===== config.mk =====
export PLATFORM = sky130hd
export DESIGN_NAME = imu_spi_serf
export DESIGN_NICKNAME = d
export VERILOG_FILES = /design/src/rtl/imu_spi_serf.sv
export SDC_FILE = /design/constraint.sdc
export NUM_CORES = 1
export LEC_CHECK = 0
export CORE_MARGIN = 8
export CORE_UTILIZATION = 42
export DETAILED_ROUTE_END_ITERATION = 16
export PLACE_DENSITY = 0.64
export SYNTH_ARGS = -nofsm -noshare
export SYNTH_HDL_FRONTEND = slang
export SYNTH_SLANG_ARGS = --single-unit

===== constraint.sdc =====
create_clock -name clk -period 4.6 [get_ports clk]
set_clock_uncertainty 0.05 [all_clocks]
set_input_delay 0.92 -clock clk [delete_from_list [all_inputs] [get_ports clk]]
set_output_delay 0.92 -clock clk [all_outputs]
set_load 0.02 [all_outputs]

===== src/rtl/imu_spi_serf.sv =====
// SPI responder emulating the inertial sensor: 16-bit frames, config registers,
// gyro/accel data registers with burst-coherent locking and a data-ready INT.
module imu_spi_serf #(
  parameter logic [7:0] WHO_AM_I = 8'h6A
) (
  input  logic               clk,
  input  logic               rst_n,
  input  logic               SS_n,
  input  logic               SCLK,
  input  logic               MOSI,
  output logic               MISO,
  output logic               INT,
  input  logic               smpl_vld,
  input  logic signed [15:0] pitch_rt,
  input  logic signed [15:0] roll_rt,
  input  logic signed [15:0] yaw_rt,
  input  logic signed [15:0] AX,
  input  logic signed [15:0] AY,
  input  logic signed [15:0] AZ,
  output logic [7:0]         cfg_int1,
  output logic [7:0]         cfg_xl,
  output logic [7:0]         cfg_g,
  output logic [7:0]         cfg_c14
);

  logic [1:0]       ss_sync_r, sclk_sync_r, mosi_sync_r;
  logic             ss_d_r, sclk_d_r;
  logic             ss_s, sclk_s, mosi_s;
  logic             ss_fall_s, ss_rise_s, sclk_rise_s, sclk_fall_s;
  logic [4:0]       bit_cnt_r;
  logic [7:0]       rx_r, tx_r;
  logic             rw_r;
  logic [6:0]       addr_r, rd_addr_s;
  logic [3:0]       rd_off_s;
  logic [7:0]       rd_data_s;
  logic [5:0][15:0] data_r, pend_r, sample_s;
  logic [11:0][7:0] data_bytes_s;
  logic             pend_vld_r, lock_r, int_flag_r;
  logic             frame_ok_s, wr_commit_s, lock_rd_s, rel_rd_s;

  assign ss_s        = ss_sync_r[1];
  assign sclk_s      = sclk_sync_r[1];
  assign mosi_s      = mosi_sync_r[1];
  assign ss_fall_s   = ~ss_s & ss_d_r;
  assign ss_rise_s   = ss_s & ~ss_d_r;
  assign sclk_rise_s = ~ss_s & sclk_s & ~sclk_d_r;
  assign sclk_fall_s = ~ss_s & ~sclk_s & sclk_d_r;

  // Index 0 is pitch, so byte k of data_bytes_s sits at address 0x22 + k.
  assign sample_s     = {AZ, AY, AX, yaw_rt, roll_rt, pitch_rt};
  assign data_bytes_s = data_r;
  assign rd_addr_s    = {rx_r[5:0], mosi_s};
  assign rd_off_s     = rd_addr_s[3:0] - 4'h2;

  assign frame_ok_s  = ss_rise_s & (bit_cnt_r == 5'd16);
  assign wr_commit_s = frame_ok_s & ~rw_r;
  assign lock_rd_s   = frame_ok_s & rw_r & (addr_r >= 7'h22) & (addr_r <= 7'h2C);
  assign rel_rd_s    = frame_ok_s & rw_r & (addr_r == 7'h2D);

  // Synchronizers and edge-detect history for the SPI pins
  always_ff @(posedge clk or negedge rst_n) begin
    if (!rst_n) begin
      ss_sync_r   <= 2'b11;
      sclk_sync_r <= 2'b11;
      mosi_sync_r <= 2'b00;
      ss_d_r      <= 1'b1;
      sclk_d_r    <= 1'b1;
    end else begin
      ss_sync_r   <= {ss_sync_r[0], SS_n};
      sclk_sync_r <= {sclk_sync_r[0], SCLK};
      mosi_sync_r <= {mosi_sync_r[0], MOSI};
      ss_d_r      <= ss_s;
      sclk_d_r    <= sclk_s;
    end
  end

  // Register read mux, addressed by the header as it completes on the 8th rise
  always_comb begin
    rd_data_s = 8'h00;
    case (rd_addr_s)
      7'h0D:   rd_data_s = cfg_int1;
      7'h0F:   rd_data_s = WHO_AM_I;
      7'h10:   rd_data_s = cfg_xl;
      7'h11:   rd_data_s = cfg_g;
      7'h14:   rd_data_s = cfg_c14;
      default: begin
        if ((rd_addr_s >= 7'h22) && (rd_addr_s <= 7'h2D)) begin
          rd_data_s = data_bytes_s[rd_off_s];
        end else begin
          rd_data_s = 8'h00;
        end
      end
    endcase
  end

  // Shift engine: sample MOSI on rise, load response after the header byte
  always_ff @(posedge clk or negedge rst_n) begin
    if (!rst_n) begin
      bit_cnt_r <= 5'd0;
      rx_r      <= 8'h00;
      tx_r      <= 8'h00;
      rw_r      <= 1'b0;
      addr_r    <= 7'h00;
    end else if (ss_fall_s) begin
      bit_cnt_r <= 5'd0;
      rx_r      <= 8'h00;
      tx_r      <= 8'h00;
    end else if (sclk_rise_s) begin
      rx_r <= {rx_r[6:0], mosi_s};
      if (bit_cnt_r != 5'd31) begin
        bit_cnt_r <= bit_cnt_r + 5'd1;
      end
      if (bit_cnt_r == 5'd7) begin
        rw_r   <= rx_r[6];
        addr_r <= rd_addr_s;
        tx_r   <= rx_r[6] ? rd_data_s : 8'h00;
      end
    end else if (sclk_fall_s) begin
      tx_r <= {tx_r[6:0], 1'b0};
    end
  end

  // MISO updates on SCLK fall and idles low outside a frame
  always_ff @(posedge clk or negedge rst_n) begin
    if (!rst_n) begin
      MISO <= 1'b0;
    end else if (ss_s) begin
      MISO <= 1'b0;
    end else if (sclk_fall_s) begin
      MISO <= tx_r[7];
    end
  end

  // Configuration registers, written only by a complete 16-bit write frame
  always_ff @(posedge clk or negedge rst_n) begin
    if (!rst_n) begin
      cfg_int1 <= 8'h00;
      cfg_xl   <= 8'h00;
      cfg_g    <= 8'h00;
      cfg_c14  <= 8'h00;
    end else if (wr_commit_s) begin
      case (addr_r)
        7'h0D:   cfg_int1 <= rx_r;
        7'h10:   cfg_xl   <= rx_r;
        7'h11:   cfg_g    <= rx_r;
        7'h14:   cfg_c14  <= rx_r;
        default: cfg_int1 <= cfg_int1;
      endcase
    end
  end

  // Sample path: a lock taken by a burst diverts new samples to the pending buffer
  always_ff @(posedge clk or negedge rst_n) begin
    if (!rst_n) begin
      data_r     <= {6{16'h0000}};
      pend_r     <= {6{16'h0000}};
      pend_vld_r <= 1'b0;
      lock_r     <= 1'b0;
      int_flag_r <= 1'b0;
    end else if (rel_rd_s) begin
      lock_r     <= 1'b0;
      pend_vld_r <= 1'b0;
      if (smpl_vld) begin
        data_r     <= sample_s;
        int_flag_r <= 1'b1;
      end else if (pend_vld_r) begin
        data_r     <= pend_r;
        int_flag_r <= 1'b1;
      end else begin
        int_flag_r <= 1'b0;
      end
    end else if (lock_rd_s) begin
      lock_r     <= 1'b1;
      int_flag_r <= 1'b0;
      if (smpl_vld) begin
        pend_r     <= sample_s;
        pend_vld_r <= 1'b1;
      end
    end else if (smpl_vld) begin
      if (lock_r) begin
        pend_r     <= sample_s;
        pend_vld_r <= 1'b1;
      end else begin
        data_r     <= sample_s;
        int_flag_r <= 1'b1;
      end
    end
  end

  // Registered interrupt output, masked by INT1_CTRL bit 1
  always_ff @(posedge clk or negedge rst_n) begin
    if (!rst_n) begin
      INT <= 1'b0;
    end else begin
      INT <= int_flag_r & cfg_int1[1];
    end
  end

endmodule


# Word-level counts from Yosys, hierarchy flattened

Cells that the tools add are included.

Input bits: 102
Flip-flop bits (word level): 266
Output and inout bits: 34
Word-level logic and storage cells: 136

$lt $le $gt $ge: 5
Mux-type cells: 39
Add/sub/neg operators: 2
Equal/unequal tests: 17
Bitwise logic cells: 20
Reduce and logical (&&, ||, !) cells: 22

Operators with widths:

| kind                                                | number |
|---|---|
| 2-to-1 mux 96 bit                                   | 10 |
| 2-to-1 mux 8 bit                                    | 9 |
| == test 7 x 5 -> 1 bit, second input constant       | 6 |
| one-hot mux 8 bit (5 select lines)                  | 1 |
| binary-select mux 8 bit (select 4 bit)              | 1 |
| == test 7 x 4 -> 1 bit, second input constant       | 3 |
| AND reduction 2 bit                                 | 8 |
| 2-to-1 mux 1 bit                                    | 15 |
| 2-to-1 mux 5 bit                                    | 3 |
| >= comparator 7 x 6 -> 1 bit, second input constant | 2 |
| <= comparator 7 x 6 -> 1 bit, second input constant | 2 |
| nonzero test 2 bit                                  | 7 |
| bitwise AND 1 bit                                   | 13 |
| nonzero test 3 bit                                  | 3 |
| == test 7 x 6 -> 1 bit, second input constant       | 1 |
| NOT 1 bit                                           | 7 |
| AND reduction 3 bit                                 | 2 |
| adder 5 x 1 -> 5 bit, second input constant         | 1 |
| == test 5 x 3 -> 1 bit, second input constant       | 1 |
| == test 5 bit, second input constant                | 1 |
| < comparator 4 x 5 -> 1 bit, second input constant  | 1 |
| != test 5 bit, second input constant                | 1 |
| != test 2 x 1 -> 1 bit, second input constant       | 2 |
| AND reduction 4 bit                                 | 1 |
| 4 further kinds                                     | 4 |

# Logic depth before layout (Yosys ltp)

Word-level depth: 9
Gate-level depth with buffers: 11
Gate-level depth less buffers: 7

# Least setup slack after synthesis

Ideal clock, no wire load.

Path kind: register to register
From: register rx_r[0]
To: register tx_r[7]
Slack: 1.593 ns
Period minus slack after synthesis: 3.007 ns
Library setup time: 0.130 ns
Arrival time: 2.828 ns
Buffers on the path: 4
Cell stages (with the launch flop): 12
Data required time: 4.420 ns
Cells stage by stage: dfrtp_1 clkbuf_1 clkbuf_1 inv_1 ha_1 clkbuf_1 clkbuf_1 mux2_2 a222oi_1 nand2_1 nand3_1 a31oi_1

Longest elaborated chain between the ends: 9
Elaborated cells on any way between the ends: 17
Classes of those cells: add/sub (1); order compare (2); eq/ne (5); mux (8); reduce/logical (1)

RTL lines:

| item                                   | line | source |
|---|---|---|
| start: declaration                     | 31   | `logic [7:0] rx_r, tx_r;` |
| start signal: assignment               | 109  | `rx_r <= {rx_r[6:0], mosi_s};` |
| subtractor 4 x 2 -> 4 bit              | 53   | `assign rd_off_s = rd_addr_s[3:0] - 4'h2;` |
| binary-select mux 8 bit (select 4 bit) | 88   | `rd_data_s = data_bytes_s[rd_off_s];` |
| 2-to-1 mux 8 bit (not written as such) | 88   |  |
| 2-to-1 mux 8 bit                       | 87   | `if ((rd_addr_s >= 7'h22) && (rd_addr_s <= 7'h2D)) begin` |
| one-hot mux 8 bit (5 select lines) (*) | 80   | `case (rd_addr_s)` |
| 2-to-1 mux 8 bit (*)                   | 116  | `tx_r <= rx_r[6] ? rd_data_s : 8'h00;` |
| 2-to-1 mux 8 bit (*)                   | 113  | `if (bit_cnt_r == 5'd7) begin` |
| 2-to-1 mux 8 bit (*)                   | 108  | `end else if (sclk_rise_s) begin` |
| 2-to-1 mux 8 bit (*)                   | 104  | `end else if (ss_fall_s) begin` |
| end signal: assignment                 | 116  |  |
| end signal: assignment                 | 119  | `tx_r <= {tx_r[6:0], 1'b0};` |
| end: declaration                       | 31   |  |

Mark *: on every way between the ends. The rest lies on a longest branch, timed or not. The select of a mux whose other input is x is not followed.
A chain may end at the register's enable or synchronous reset.

# Final worst setup path

From: register bit_cnt_r[0]
To: register data_r, in the netlist data_bytes_s[37]

Longest elaborated chain between the ends: 7
Elaborated cells on any way between the ends: 11
Classes of those cells: eq/ne (3); mux (1); bitwise (5); reduce/logical (2)

RTL lines:

| item                                    | line   | source |
|---|---|---|
| start: declaration                      | 30     | `logic [4:0] bit_cnt_r;` |
| start signal: assignment                | 111    | `bit_cnt_r <= bit_cnt_r + 5'd1;` |
| == test 5 bit (*)                       | 55     | `assign frame_ok_s = ss_rise_s & (bit_cnt_r == 5'd16);` |
| bitwise AND 1 bit (*)                   | 55     |  |
| bitwise AND 1 bit (*)                   | 57, 58 |  |
| bitwise AND 1 bit (2 in a row)          | 57     | `assign lock_rd_s = frame_ok_s & rw_r & (addr_r >= 7'h22) & (addr_r <= 7'h2C);` |
| != test 2 x 1 -> 1 bit (no source line) | n/a    |  |
| AND reduction 4 bit (no source line)    | n/a    |  |
| end signal: assignment                  | 155    | `data_r <= {6{16'h0000}};` |
| end signal: assignment                  | 164    | `data_r <= sample_s;` |
| end signal: assignment                  | 167    | `data_r <= pend_r;` |
| end: declaration                        | 36     | `logic [5:0][15:0] data_r, pend_r, sample_s;` |

Mark *: on every way between the ends. The rest lies on a longest branch, timed or not.

==> flow_summary.ini <==
[clocking]
post_cts_buffers = 0
clk_pin_slew_worst_paths_ns = 0.06
cts_inserted_buffers = 30
cts_hold_repair.buffers = 0
master_cell_of_the_clock_root_buffer = sky130_fd_sc_hd__clkbuf_16
clkLatencyLatePin_ns = 0.55
htree_num_levels = 1
clock_sinks = 266
cts_resized = 0
cts-root-to-sink-buffers = 3
tritoncts = yes

[power_and_ir_drop]
cellPowerDensity_mw_per_mm2 = 350
worst_ir_drop_vdd_mv = 0.250
p_leak_nw = 6.84

[finish]
final-seq-area_mm2 = 0.00667
drive_gt1_share_pct = 40.5
layout.cell_area.non_filler_mm2 = 0.0154
combined_area_of_the_multi_input_logic_cells_mm2 = 0.00575
fin_nets = 1139
area_growth_syn_to_layout_pct = 21.2
layout.filler_cells = 2560
layout.cells.most_common_list = 309 x sky130_fd_sc_hd__mux2_2, 259 x sky130_fd_sc_hd__dfrtp_1, 134 x sky130_fd_sc_hd__clkdlybuf4s50_1, 31 x sky130_fd_sc_hd__clkbuf_16
n_antenna_cell = 0
mostFrequentLayoutCell = sky130_fd_sc_hd__mux2_2

[timing]
timing_hold_violations_final = 0
final.period_utilization_pct = 67.0
fin_hold_ws_ns = 0.298
max_freq_mhz = 325
grt_setup_unrepaired = false
count_of_final_setup_violators = 0
finalCriticalPeriod_ns = 3.08
final-max-slew-violation-count = 0
max_slew.worst_pin.slew_ns = 1.01
postLayoutSetupSlackWorst_ns = 1.52
max-slew-margin-rel_pct = 32.4
setup_total_negative_slack_ns = 0

[critical_path]
regToRegStartpoint = bit_cnt_r[0]
crit-reg2reg-capture = data_bytes_s[37]
worst-endpoint-arrival_ns = 3.46
cp_data_required_time_ns = 4.98
worstSetupPathType = flip-flop to flip-flop
worstPathMaxFanout = 51
reg2reg_setup_slack_ns = 1.52
critical_path.startpoint_type = flip-flop
endpoint_kind = flip-flop
timing.reg2reg.worst_path_depth = 8

[synth]
post_synth.cell_area_avg_um2 = 14.0
synth_enable_flop_cells = 0
synth_cells = 908
netlist_area_mm2 = 0.0127
mappedNetlistNets = 1016
netlist_cell_types = 57
synth_ff_type = sky130_fd_sc_hd__dfrtp_1
synth.yosys.warnings = 0
synthArstFlopShare_pct = 100
seq_area_frac_synth_pct = 52.4
synth-seq-cells = 266

[global_route]
grt_overflow = 0
maximum_number_of_pins_on_one_net_before_global_route_repair = 108
via_count_of_the_first_global_routing_pass = 8171
gr-usage-all-layers_pct = 16.5
grt_pass1_wl_um = 47600
antenna_found_initial = 0

[placement]
dp_hpwl_um = 20200
pre_cts_slack_ns = 1.28
portBuffers = 135
routabilityCongestion = 0.833
dpl_cell_area_mm2 = 0.0144

[route]
drt_first_pass_iters = 6
drt_iter0_markers = 317
vias = 7765
detail_route.wirelength_um = 29800
drcViolationCount = 0
avgViaCountPerCell = 5.37
antenna_left = 0
average_wire_per_cell_in_the_routed_design_um = 20.6

[status]
status = complete, no violations

[die]
floorplan.die.height_um = 190
fp.dieArea_mm2 = 0.0361
rows = 63
core_region_area_mm2 = 0.0297
floorplan.die.width_um = 190
initial_core_util_pct = 42.8
io-pin-count = 136

[worst_hold_path]
holdCritStartpoint = mosi_sync_r[0]
holdCritPathClass = flip-flop to flip-flop
min_to = mosi_sync_r[1]
timing.hold.worst_path_depth = 0

[job]
drv.max_cap_violation_count = 0
-- sequential cells by signal (all words and copies together), names as in the netlist, 2 cells and up --
signal        flops
addr_r            7
bit_cnt_r         5
cfg_c14           8
cfg_g             8
cfg_int1          8
cfg_xl            8
data_bytes_s     96
mosi_sync_r       2
pend_r           96
rx_r              8
sclk_sync_r       2
ss_sync_r         2
tx_r              8
-- critical path, cell delays in order, from the launching register on --
cell and delay, ns:
sky130_fd_sc_hd__dfrtp_1 0.41, sky130_fd_sc_hd__inv_1 0.07, sky130_fd_sc_hd__ha_1 0.13, sky130_fd_sc_hd__nor3b_4 0.35, sky130_fd_sc_hd__nand4_1 0.28, sky130_fd_sc_hd__nor2_4 0.61
sky130_fd_sc_hd__buf_12 0.36, sky130_fd_sc_hd__mux2_2 0.38, sky130_fd_sc_hd__mux2_1 0.29
-- per-stage QoR --
| step | power [W] | util (%) | cells |
|---|---|---|---|
| after floorplan | 0.00281 | - | 908 |
| after global placement | 0.00306 | 48.5 | 1389 |
| final | 0.00540 | 51.9 | 1445 |
| after CTS | 0.00547 | 51.9 | 1445 |
| after global routing | 0.00562 | 51.9 | 1445 |
| after detailed placement | 0.00306 | 48.5 | 1389 |
-- where the power goes --
| part | internal [W] | switching (W) | leakage (nW) |
|---|---|---|---|
| registers | 0.00244 | 0.0000679 | 3.46 |
| clock network | 0.00143 | 0.000950 | 0.497 |
| logic | 0.000282 | 0.000225 | 2.88 |
| total | 0.00415 | 0.00124 | 6.84 |
-- kinds of logic (layout without fill, tap and decap cells) --
group / count (synthesis) / in the layout / share of synthesized area [%]
muxes: 374 / 374 / 34.2
and+or+nand+nor: 93 / 93 / 4.16
xor gates and xnor gates: 4 / 4 / 0.275
buffers and inverters: 65 / 212 / 2.70
adders and majority gates: 6 / 6 / 0.590
DFF: 266 / 266 / 52.4
AOI/OAI and AO/OA: 100 / 100 / 5.73
-- layout make-up --
| class | count | share of cell area (%) |
|---|---|---|
| clock buffer | 47 | 6.00 |
| clock inverter | 9 | 0.495 |
| inverter | 8 | 0.195 |
| multi-input combinational | 577 | 37.3 |
| sequential | 266 | 43.2 |
| tap | 390 | 3.16 |
| timing repair buffer | 148 | 9.67 |
-- Yosys cell counts, types with 5 or more instances --
cell | number | area (um^2)
sky130_fd_sc_hd__a211oi_1 | 6 | 45.0
sky130_fd_sc_hd__a21oi_1 | 11 | 55.1
sky130_fd_sc_hd__a22o_1 | 13 | 114
sky130_fd_sc_hd__a22oi_1 | 8 | 60.1
sky130_fd_sc_hd__a31oi_1 | 8 | 50.1
sky130_fd_sc_hd__buf_2 | 23 | 115
sky130_fd_sc_hd__buf_4 | 9 | 67.6
sky130_fd_sc_hd__buf_6 | 5 | 56.3
sky130_fd_sc_hd__clkbuf_1 | 20 | 75.1
sky130_fd_sc_hd__dfrtp_1 | 260 | 6510
sky130_fd_sc_hd__dfstp_2 | 6 | 158
sky130_fd_sc_hd__ha_1 | 6 | 75.1
sky130_fd_sc_hd__inv_1 | 8 | 30.0
sky130_fd_sc_hd__mux2_2 | 309 | 3480
sky130_fd_sc_hd__mux2_4 | 29 | 435
sky130_fd_sc_hd__mux2i_1 | 29 | 290
sky130_fd_sc_hd__mux4_2 | 6 | 135
sky130_fd_sc_hd__nand2_1 | 18 | 67.6
sky130_fd_sc_hd__nand3_1 | 10 | 50.1
sky130_fd_sc_hd__nor2_1 | 23 | 86.3
sky130_fd_sc_hd__nor2b_1 | 10 | 62.6
sky130_fd_sc_hd__nor3b_1 | 6 | 45.0
sky130_fd_sc_hd__o21ai_0 | 22 | 110
sky130_fd_sc_hd__o221ai_1 | 6 | 52.6
-- worst max-delay path by stage --
stage | depth (start not counted) | start | to | slack, ns
global placement | 5 | smpl_vld | data_bytes_s[74] | 1.29
CTS | 8 | bit_cnt_r[0] | data_bytes_s[37] | 1.48
detailed placement | 5 | smpl_vld | data_bytes_s[77] | 1.28
global route | 8 | bit_cnt_r[0] | data_bytes_s[37] | 1.31
floorplan | 11 | rx_r[0] | tx_r[7] | 1.59
finish | 8 | bit_cnt_r[0] | data_bytes_s[37] | 1.52
-- per-layer routing --
| layer | routed length [um] | global-route usage, % | vias to the layer above | part of all wire [%] |
|---|---|---|---|---|
| met4 | 651 | 4.06 | 0 | 2.2 |
| met1 | 13600 | 22.9 | 3944 | 46 |
| met5 | 0 | 0 | - | 0 |
| li1 | - | - | 3602 | - |
| met3 | 1560 | 3.33 | 44 | 5.3 |
| met2 | 13900 | 26.0 | 175 | 47 |
(Power assumes the default switching activity.)
